$ cat src/rtl/bank_timing_guard.sv
// Per-bank DRAM timing guard: holds the bank FSM until its requested command meets
// the DRAM timing rules, issues one registered command, and inserts the PRE a REF needs.
package bank_timing_guard_pkg;
    localparam int unsigned FSM_WIDTH2 = 3;
    localparam int unsigned ADDR_BITS  = 14;

    typedef enum logic [FSM_WIDTH2-1:0] {
        B_IDLE          = 3'd0,
        B_ACTIVE        = 3'd1,
        B_READ          = 3'd2,
        B_WRITE         = 3'd3,
        B_PRE           = 3'd4,
        B_ISSUE_REFRESH = 3'd5,
        B_ROW_OPEN      = 3'd6,
        B_REFRESH       = 3'd7
    } bank_state_t;

    typedef enum logic [2:0] {
        CMD_NOP = 3'd0,
        CMD_ACT = 3'd1,
        CMD_RD  = 3'd2,
        CMD_WR  = 3'd3,
        CMD_PRE = 3'd4,
        CMD_REF = 3'd5
    } cmd_code_t;

    typedef enum logic {
        G_IDLE     = 1'b0,
        G_AUTO_PRE = 1'b1
    } guard_state_t;
endpackage

module bank_timing_guard
    import bank_timing_guard_pkg::*;
#(
    parameter int unsigned T_RCD = 4,
    parameter int unsigned T_RP  = 4,
    parameter int unsigned T_RAS = 10,
    parameter int unsigned T_RTP = 3,
    parameter int unsigned T_WTP = 8,
    parameter int unsigned T_CCD = 2,
    parameter int unsigned CNT_W = 8
) (
    input  logic                 clk,
    input  logic                 rst_n,
    input  bank_state_t          ba_state,
    input  logic                 ba_issue,
    input  logic [ADDR_BITS-1:0] ba_addr,
    input  logic                 ext_stall,
    output logic                 stall,
    output logic                 cmd_valid,
    output logic [2:0]           cmd_code,
    output logic [ADDR_BITS-1:0] cmd_addr,
    output logic                 row_open,
    output logic                 proto_err
);

    guard_state_t          gstate, gstate_nx;
    logic [CNT_W-1:0]      since_act, since_pre, since_rd, since_wr, since_cas;
    logic                  issue;
    cmd_code_t             issue_code;
    logic [ADDR_BITS-1:0]  issue_addr;
    logic                  err_hit;
    logic                  act_ok, cas_ok, pre_ok, ref_ok;

    function automatic logic [CNT_W-1:0] sat_inc(input logic [CNT_W-1:0] v);
        return (&v) ? v : v + CNT_W'(1);
    endfunction

    // Timing legality of each command against the elapsed counters
    assign act_ok = !row_open && (since_pre >= CNT_W'(T_RP));
    assign cas_ok = row_open && (since_act >= CNT_W'(T_RCD)) && (since_cas >= CNT_W'(T_CCD));
    assign pre_ok = (since_act >= CNT_W'(T_RAS)) && (since_rd >= CNT_W'(T_RTP))
                    && (since_wr >= CNT_W'(T_WTP));
    assign ref_ok = !row_open && (since_pre >= CNT_W'(T_RP));

    // Request decode, stall generation and guard sub-FSM next state
    always_comb begin
        stall      = 1'b0;
        issue      = 1'b0;
        issue_code = CMD_NOP;
        issue_addr = '0;
        err_hit    = 1'b0;
        gstate_nx  = gstate;

        if (!ba_issue) begin
            gstate_nx = G_IDLE;
        end else if (gstate == G_AUTO_PRE) begin
            if (ba_state == B_ISSUE_REFRESH) begin
                if (ref_ok && !ext_stall) begin
                    issue      = 1'b1;
                    issue_code = CMD_REF;
                    gstate_nx  = G_IDLE;
                end else begin
                    stall = 1'b1;
                end
            end else begin
                // Unexpected request change while refreshing: abandon, re-decode next cycle
                stall     = 1'b1;
                gstate_nx = G_IDLE;
            end
        end else begin
            case (ba_state)
                B_ACTIVE: begin
                    if (row_open) begin
                        if (ext_stall) stall = 1'b1;
                        else           err_hit = 1'b1;
                    end else if (act_ok && !ext_stall) begin
                        issue      = 1'b1;
                        issue_code = CMD_ACT;
                        issue_addr = ba_addr;
                    end else begin
                        stall = 1'b1;
                    end
                end
                B_READ, B_WRITE: begin
                    if (!row_open) begin
                        if (ext_stall) stall = 1'b1;
                        else           err_hit = 1'b1;
                    end else if (cas_ok && !ext_stall) begin
                        issue      = 1'b1;
                        issue_code = (ba_state == B_READ) ? CMD_RD : CMD_WR;
                        issue_addr = ba_addr;
                    end else begin
                        stall = 1'b1;
                    end
                end
                B_PRE: begin
                    if (pre_ok && !ext_stall) begin
                        issue      = 1'b1;
                        issue_code = CMD_PRE;
                    end else begin
                        stall = 1'b1;
                    end
                end
                B_ISSUE_REFRESH: begin
                    if (row_open) begin
                        stall = 1'b1;
                        if (pre_ok && !ext_stall) begin
                            issue      = 1'b1;
                            issue_code = CMD_PRE;
                            gstate_nx  = G_AUTO_PRE;
                        end
                    end else if (ref_ok && !ext_stall) begin
                        issue      = 1'b1;
                        issue_code = CMD_REF;
                    end else begin
                        stall = 1'b1;
                    end
                end
                default: begin
                    stall = 1'b0;
                end
            endcase
        end
    end

    // State, counters and registered command bus
    always_ff @(posedge clk or negedge rst_n) begin
        if (!rst_n) begin
            gstate    <= G_IDLE;
            since_act <= '1;
            since_pre <= '1;
            since_rd  <= '1;
            since_wr  <= '1;
            since_cas <= '1;
            cmd_valid <= 1'b0;
            cmd_code  <= 3'(CMD_NOP);
            cmd_addr  <= '0;
            row_open  <= 1'b0;
            proto_err <= 1'b0;
        end else begin
            gstate    <= gstate_nx;
            since_act <= (issue && issue_code == CMD_ACT) ? CNT_W'(1) : sat_inc(since_act);
            since_pre <= (issue && issue_code == CMD_PRE) ? CNT_W'(1) : sat_inc(since_pre);
            since_rd  <= (issue && issue_code == CMD_RD)  ? CNT_W'(1) : sat_inc(since_rd);
            since_wr  <= (issue && issue_code == CMD_WR)  ? CNT_W'(1) : sat_inc(since_wr);
            since_cas <= (issue && (issue_code == CMD_RD || issue_code == CMD_WR))
                         ? CNT_W'(1) : sat_inc(since_cas);
            cmd_valid <= issue;
            if (issue) begin
                cmd_code <= 3'(issue_code);
                cmd_addr <= issue_addr;
            end else begin
                cmd_code <= 3'(CMD_NOP);
            end
            if (issue && issue_code == CMD_ACT) begin
                row_open <= 1'b1;
            end else if (issue && (issue_code == CMD_PRE || issue_code == CMD_REF)) begin
                row_open <= 1'b0;
            end
            if (err_hit) begin
                proto_err <= 1'b1;
            end
        end
    end

endmodule

$ cat config.mk
export PLATFORM = sky130hd
export DESIGN_NAME = bank_timing_guard
export DESIGN_NICKNAME = d
export VERILOG_FILES = /design/src/rtl/bank_timing_guard.sv
export SDC_FILE = /design/constraint.sdc
export NUM_CORES = 1
export LEC_CHECK = 0
export CORE_AREA = 5 5 112 114
export DETAILED_ROUTE_END_ITERATION = 10
export DIE_AREA = 0 0 117 119
export MAX_ROUTING_LAYER = met4
export PLACE_DENSITY = 0.45
export SLEW_MARGIN = 10
export SYNTH_ARGS = -nofsm -noshare
export SYNTH_HDL_FRONTEND = slang
export SYNTH_SLANG_ARGS = --single-unit
$ cat constraint.sdc
create_clock -name clk -period 2.3 [get_ports clk]
set_input_delay 0.345 -clock clk [delete_from_list [all_inputs] [get_ports clk]]
set_output_delay 0.345 -clock clk [all_outputs]
set_load 0.02 [all_outputs]
======== Word-level counts from Yosys, hierarchy flattened ========
Cells that the tools add are included.
cells by class
  add/subtract/negate cells ............... 5
  magnitude comparators ................... 6
  eq/ne operators ......................... 15
  multiplexer cells ....................... 64
  reduce and logical (&&, ||, !) cells .... 25
operators by type and width
  cell                   count
  $mux W14               6
  $mux W8                10
  $add A8 B1 Y8 const B  5
  $reduce_and A8 Y1      5
  $mux W1                34
  $pmux W14 S2           1
  $mux W3                7
  $ge A8 B2 Y1 const B   2
  $ge A8 B3 Y1 const B   2
  $ge A8 B4 Y1 const B   2
  $logic_and A1 B1 Y1    14
  $eq A3 B2 Y1 const B   4
  $eq A3 B3 Y1 const B   4
  $pmux W3 S4            1
  $ne A2 B2 Y1 const B   4
  $pmux W1 S4            2
  $eq A3 B1 Y1 const B   2
  $mux W2                2
  $logic_not A1 Y1       2
  $logic_or A1 B1 Y1     2
  $ne A2 B1 Y1 const B   1
  $pmux W1 S2            1
  $reduce_bool A2 Y1     1
  $reduce_or A2 Y1       1
storage, ports and cells
  register bits after elaboration ......... 61
  input bits .............................. 21
  word-level logic and storage cells ...... 126

======== Depth between registers and ports, before layout ========
  depth after elaboration ................. 14
  depth in mapped cells ................... 8

======== Least setup slack after synthesis ========
OpenSTA, ideal clock, no wires.
  path type ............................... register -> output
  start point ............................. register since_pre[6]
  end point ............................... output stall
  data arrival time ....................... 1.815 ns
  required time ........................... 1.955 ns
  path slack .............................. 0.140 ns
  cell stages (with the launch flop) ...... 6
  buffers on the path ..................... 0
  path through ............................ dfstp_2 -> or4_4 -> o31ai_4 -> a2bb2oi_1 -> o21ai_0 -> a31oi_1
on the way
  word-level cells in the longest chain between the ends .. 8
  elaborated cells on any way between the ends .. 10
RTL lines
  what                        RTL line      source
  start, declared             59            logic [CNT_W-1:0] since_act, since_pre, since_rd, since_wr, since_cas;
  start signal, assigned      175           since_pre <= (issue && issue_code == CMD_PRE) ? CNT_W'(1) : sat_inc(since_pre);
  $ge A8 B3 Y1 (*)            71, 75
  $logic_and A1 B1 Y1 (*)     71, 75
  $logic_and A1 B1 Y1 (*)     90, 108, 144
  $mux W1 (*)                 90, 108, 144
  $mux W1 (on tied branches)  137, 105
  $pmux W1 S4                 103           case (ba_state)
  $mux W1 (*)                 88            end else if (gstate == G_AUTO_PRE) begin
  $mux W1 (*)                 86            if (!ba_issue) begin
  end, declared               50            output logic stall,
Every way passes the cells marked *; elsewhere a longest branch is shown, timed or not.

======== Worst setup path in the final report ========
Same ends and word-level chain as after synthesis.

==> metrics <==
outcome=finished with violations; failing checks=setup timing; Max-Cap Viols=0; residual antenna-violating net count after detailed routing=0; hpwl dp=5910 um; worst ir drop on vdd=0.376 mV; Crit path largest cell delay=0.56 ns; combinational power share=36.8%; routability cong.=0.842; GRT Util Overall=13.3%; FF+latch count, synth=61; antenna cells=0; layout cells sized above 1=28.6%; Tmin final=2.35 ns; share of flip-flops with an asynchronous set or reset=100%; number of global-route vias before repair=2983; Detailed Routing Iterations Pass 1=4; slowest stage cell, crit path=or4_4; H-tree Lvls=3; clock insertion delay at the later pin of the skew report=0.33 ns; final setup TNS=-0.0536 ns; CP delay by family, top=compound AO/OA/AOI/OAI gates; CTS Buf Count=9; Vias per Instance=4.90; initial antenna violation count=0; Leakage=2.07 nW; Worst Tran Pin Value=0.594 ns; Initial Util=29.7%; multi-input logic area=1740 um2; Crit. End Element=output port; clk buf depth=2; Synth Instances=341; core footprint=11300 um2; kind of critical path=register to output port; Reg2Reg Setup Slack=0.11 ns; Post-synth top cells=dfstp_2 (40), nor2_1 (35), nand2_1 (31); post-synthesis sequential area ratio=47.0%; Slew headroom=60.4%; # rows=39; number of distinct library cells after synthesis=48; mean area per synthesized cell=9.84 um2; period utilisation layout=102%; vias post-DR=2859; Crit. path cell count=6; crit path max fanout=3; Area contributors post-synth=dfstp_2 (31%), dfrtp_1 (16%), mux2i_1 (5.4%); WL/cell=14.6 um; RR Startpoint=since_cas[0]; Post-layout nets=465; Final Power=5.59 mW; Slew Viols, Final=0; CTS tree=built; Worst-path clk slew=0.05 ns; sequential share of power=39.2%; switch share=33.9%; worst path bufs/invs=1; Routed WL=8530 um; FMAX=425 MHz; wire length of the first global-routing pass=14500 um; Critical Path AT=2.01 ns; post-synth top area share=31.3%; required time of the critical path=1.96 ns; top-count cell post-synth=dfstp_2; largest net degree at the start of global routing=39; synthesized net count=371; YS warnings=0; total grt overflow=0; FF+latch area=1580 um2; crit-path cells=or4_4 -> o31ai_4 -> a2bb2oi_2 -> o21ai_1 -> a31oi_1 -> buf_4; RSZ-0062 raised after global routing=true; Remaining DRCs=0; hold_buf cts=0; clock root buffer=clkbuf_16; final number of setup-violating endpoints=1; Clock power frac=24.0%; # clock sinks=61; full die area=13900 um2; Synth Cell Area=3360 um2; PortBufs=41; ys flop type=dfstp_2; layout filler cell count=1117; Worst Setup Start Kind=register; Cell Pwr Density=1190 nW/um2; io pins=42; EDFF count, synth=0; die width=117 um; Layout area overhead=40.3%; initial drt markers=147; reg2reg path depth=10; RR Endpoint=cmd_addr[4]; final setup skew=0.00745 ns; worst hold path type=input port to asynchronous set/reset pin; final worst setup slack=-0.0536 ns; Die H=119 um; biggest area consumer among synthesized cells=dfstp_2; Psw=1.90 mW; Hold Vio Cnt, Final=0; cell-internal power=3.70 mW
timing repair:
| action | 4_1_cts | 5_1_grt |
|---|---|---|
| pin swaps | 1 | 3 |
| endpoints found under the setup margin | 1 | 15 |
| endpoints found under the hold margin | 0 | 0 |
| buffers inserted | 0 | 1 |
| cloned | 0 | 1 |
| gates resized for setup | 8 | 11 |
worst max-delay path by stage:
stage / startpoint / slack [ns] / end
CTS: since_cas[0] / -0.10 / stall
detailed placement: since_pre[6] / -0.26 / stall
floorplan: since_pre[6] / 0.14 / stall
global placement: since_pre[6] / -0.22 / stall
finish: since_pre[6] / -0.05 / stall
global route: since_pre[6] / -0.16 / stall
cell usage in the layout (no fill, tap or decap), types with 9 or more instances in the layout:
| cell | netlist | routed |
|---|---|---|
| clkdlybuf4s50_1 | 0 | 39 |
| mux2i_1 | 18 | 17 |
| xor2_1 | 10 | 10 |
| clkbuf_16 | 0 | 10 |
| o211ai_1 | 14 | 14 |
| and3_1 | 14 | 14 |
| inv_1 | 11 | 11 |
| and2_1 | 9 | 9 |
| nand3_1 | 17 | 17 |
| nor3_1 | 9 | 9 |
| dfstp_2 | 40 | 40 |
| dfrtp_1 | 21 | 21 |
| nor2_1 | 35 | 35 |
| nand2_1 | 31 | 31 |
| buf_4 | 1 | 50 |
| ha_1 | 9 | 9 |
| a21oi_1 | 10 | 10 |
layer usage:
| layer | part of all wire (%) | global-route usage (%) | vias up |
|---|---|---|---|
| met5 | 0 | - | - |
| met4 | 1.8 | 5.73 | 0 |
| met3 | 3.3 | 2.79 | 14 |
| met2 | 45 | 19.6 | 42 |
| met1 | 50 | 17.6 | 1381 |
| li1 | - | - | 1422 |
logic make-up after synthesis:
group	share of synthesized area, %
flops	47.0
fa+ha+maj	3.35
mux	5.37
xor+xnor	4.17
buf+inv	3.28
compound gates	14.9
simple gates	22.0
final cells by class:
cell class	instances	share of cell area (%)
Inverter	11	0.876
Multi-Input combinational cell	256	37.0
Clock buffer	12	5.23
Tap cell	143	3.80
Timing Repair Buffer	96	18.6
Sequential cell	61	33.5
Clock inverter	4	1.01
power by group through the flow:
stage / Clock [mW] / Combinational, mW / Sequential [mW]
2_1_floorplan: 0 / 1.10 / 2.23
3_3_place_gp: 0 / 1.97 / 2.17
3_5_place_dp: 0 / 2.01 / 2.17
4_1_cts: 1.38 / 2.03 / 2.16
5_1_grt: 1.43 / 2.31 / 2.27
6_report: 1.34 / 2.06 / 2.19
worst register-to-register path: cells and delay by family, from the launching register on:
kind / cells / cell delay (ns)
AOI/OAI and AO/OA: 3 / 0.54
DFF: 1 / 0.52
buffers and inverters: 4 / 0.50
muxes: 1 / 0.22
adders and majority gates: 1 / 0.19
and+or+nand+nor: 1 / 0.14
state kept, by name (all words and copies together), names as in the netlist:
signal     cells
since_cas      8
since_wr       8
cmd_valid      1
proto_err      1
gstate         1
row_open       1
since_pre      8
cmd_code       3
since_rd       8
since_act      8
cmd_addr      14
per-stage QoR:
| step | hold WS [ns] | instances | setup slack, ns | area (um2) | utilization, % |
|---|---|---|---|---|---|
| after floorplan | 0.0494 | 341 | 0.140 | 3360 | - |
| after global placement | 0.387 | 566 | -0.218 | 4320 | 38.1 |
| after detailed placement | 0.390 | 566 | -0.258 | 4320 | 38.1 |
| after CTS | 0.0401 | 582 | -0.102 | 4610 | 40.7 |
| after global routing | 0.0676 | 583 | -0.157 | 4710 | 41.6 |
| final | 0.0244 | 583 | -0.0536 | 4710 | 41.6 |
Note: power is estimated with default switching activity, not from simulation.
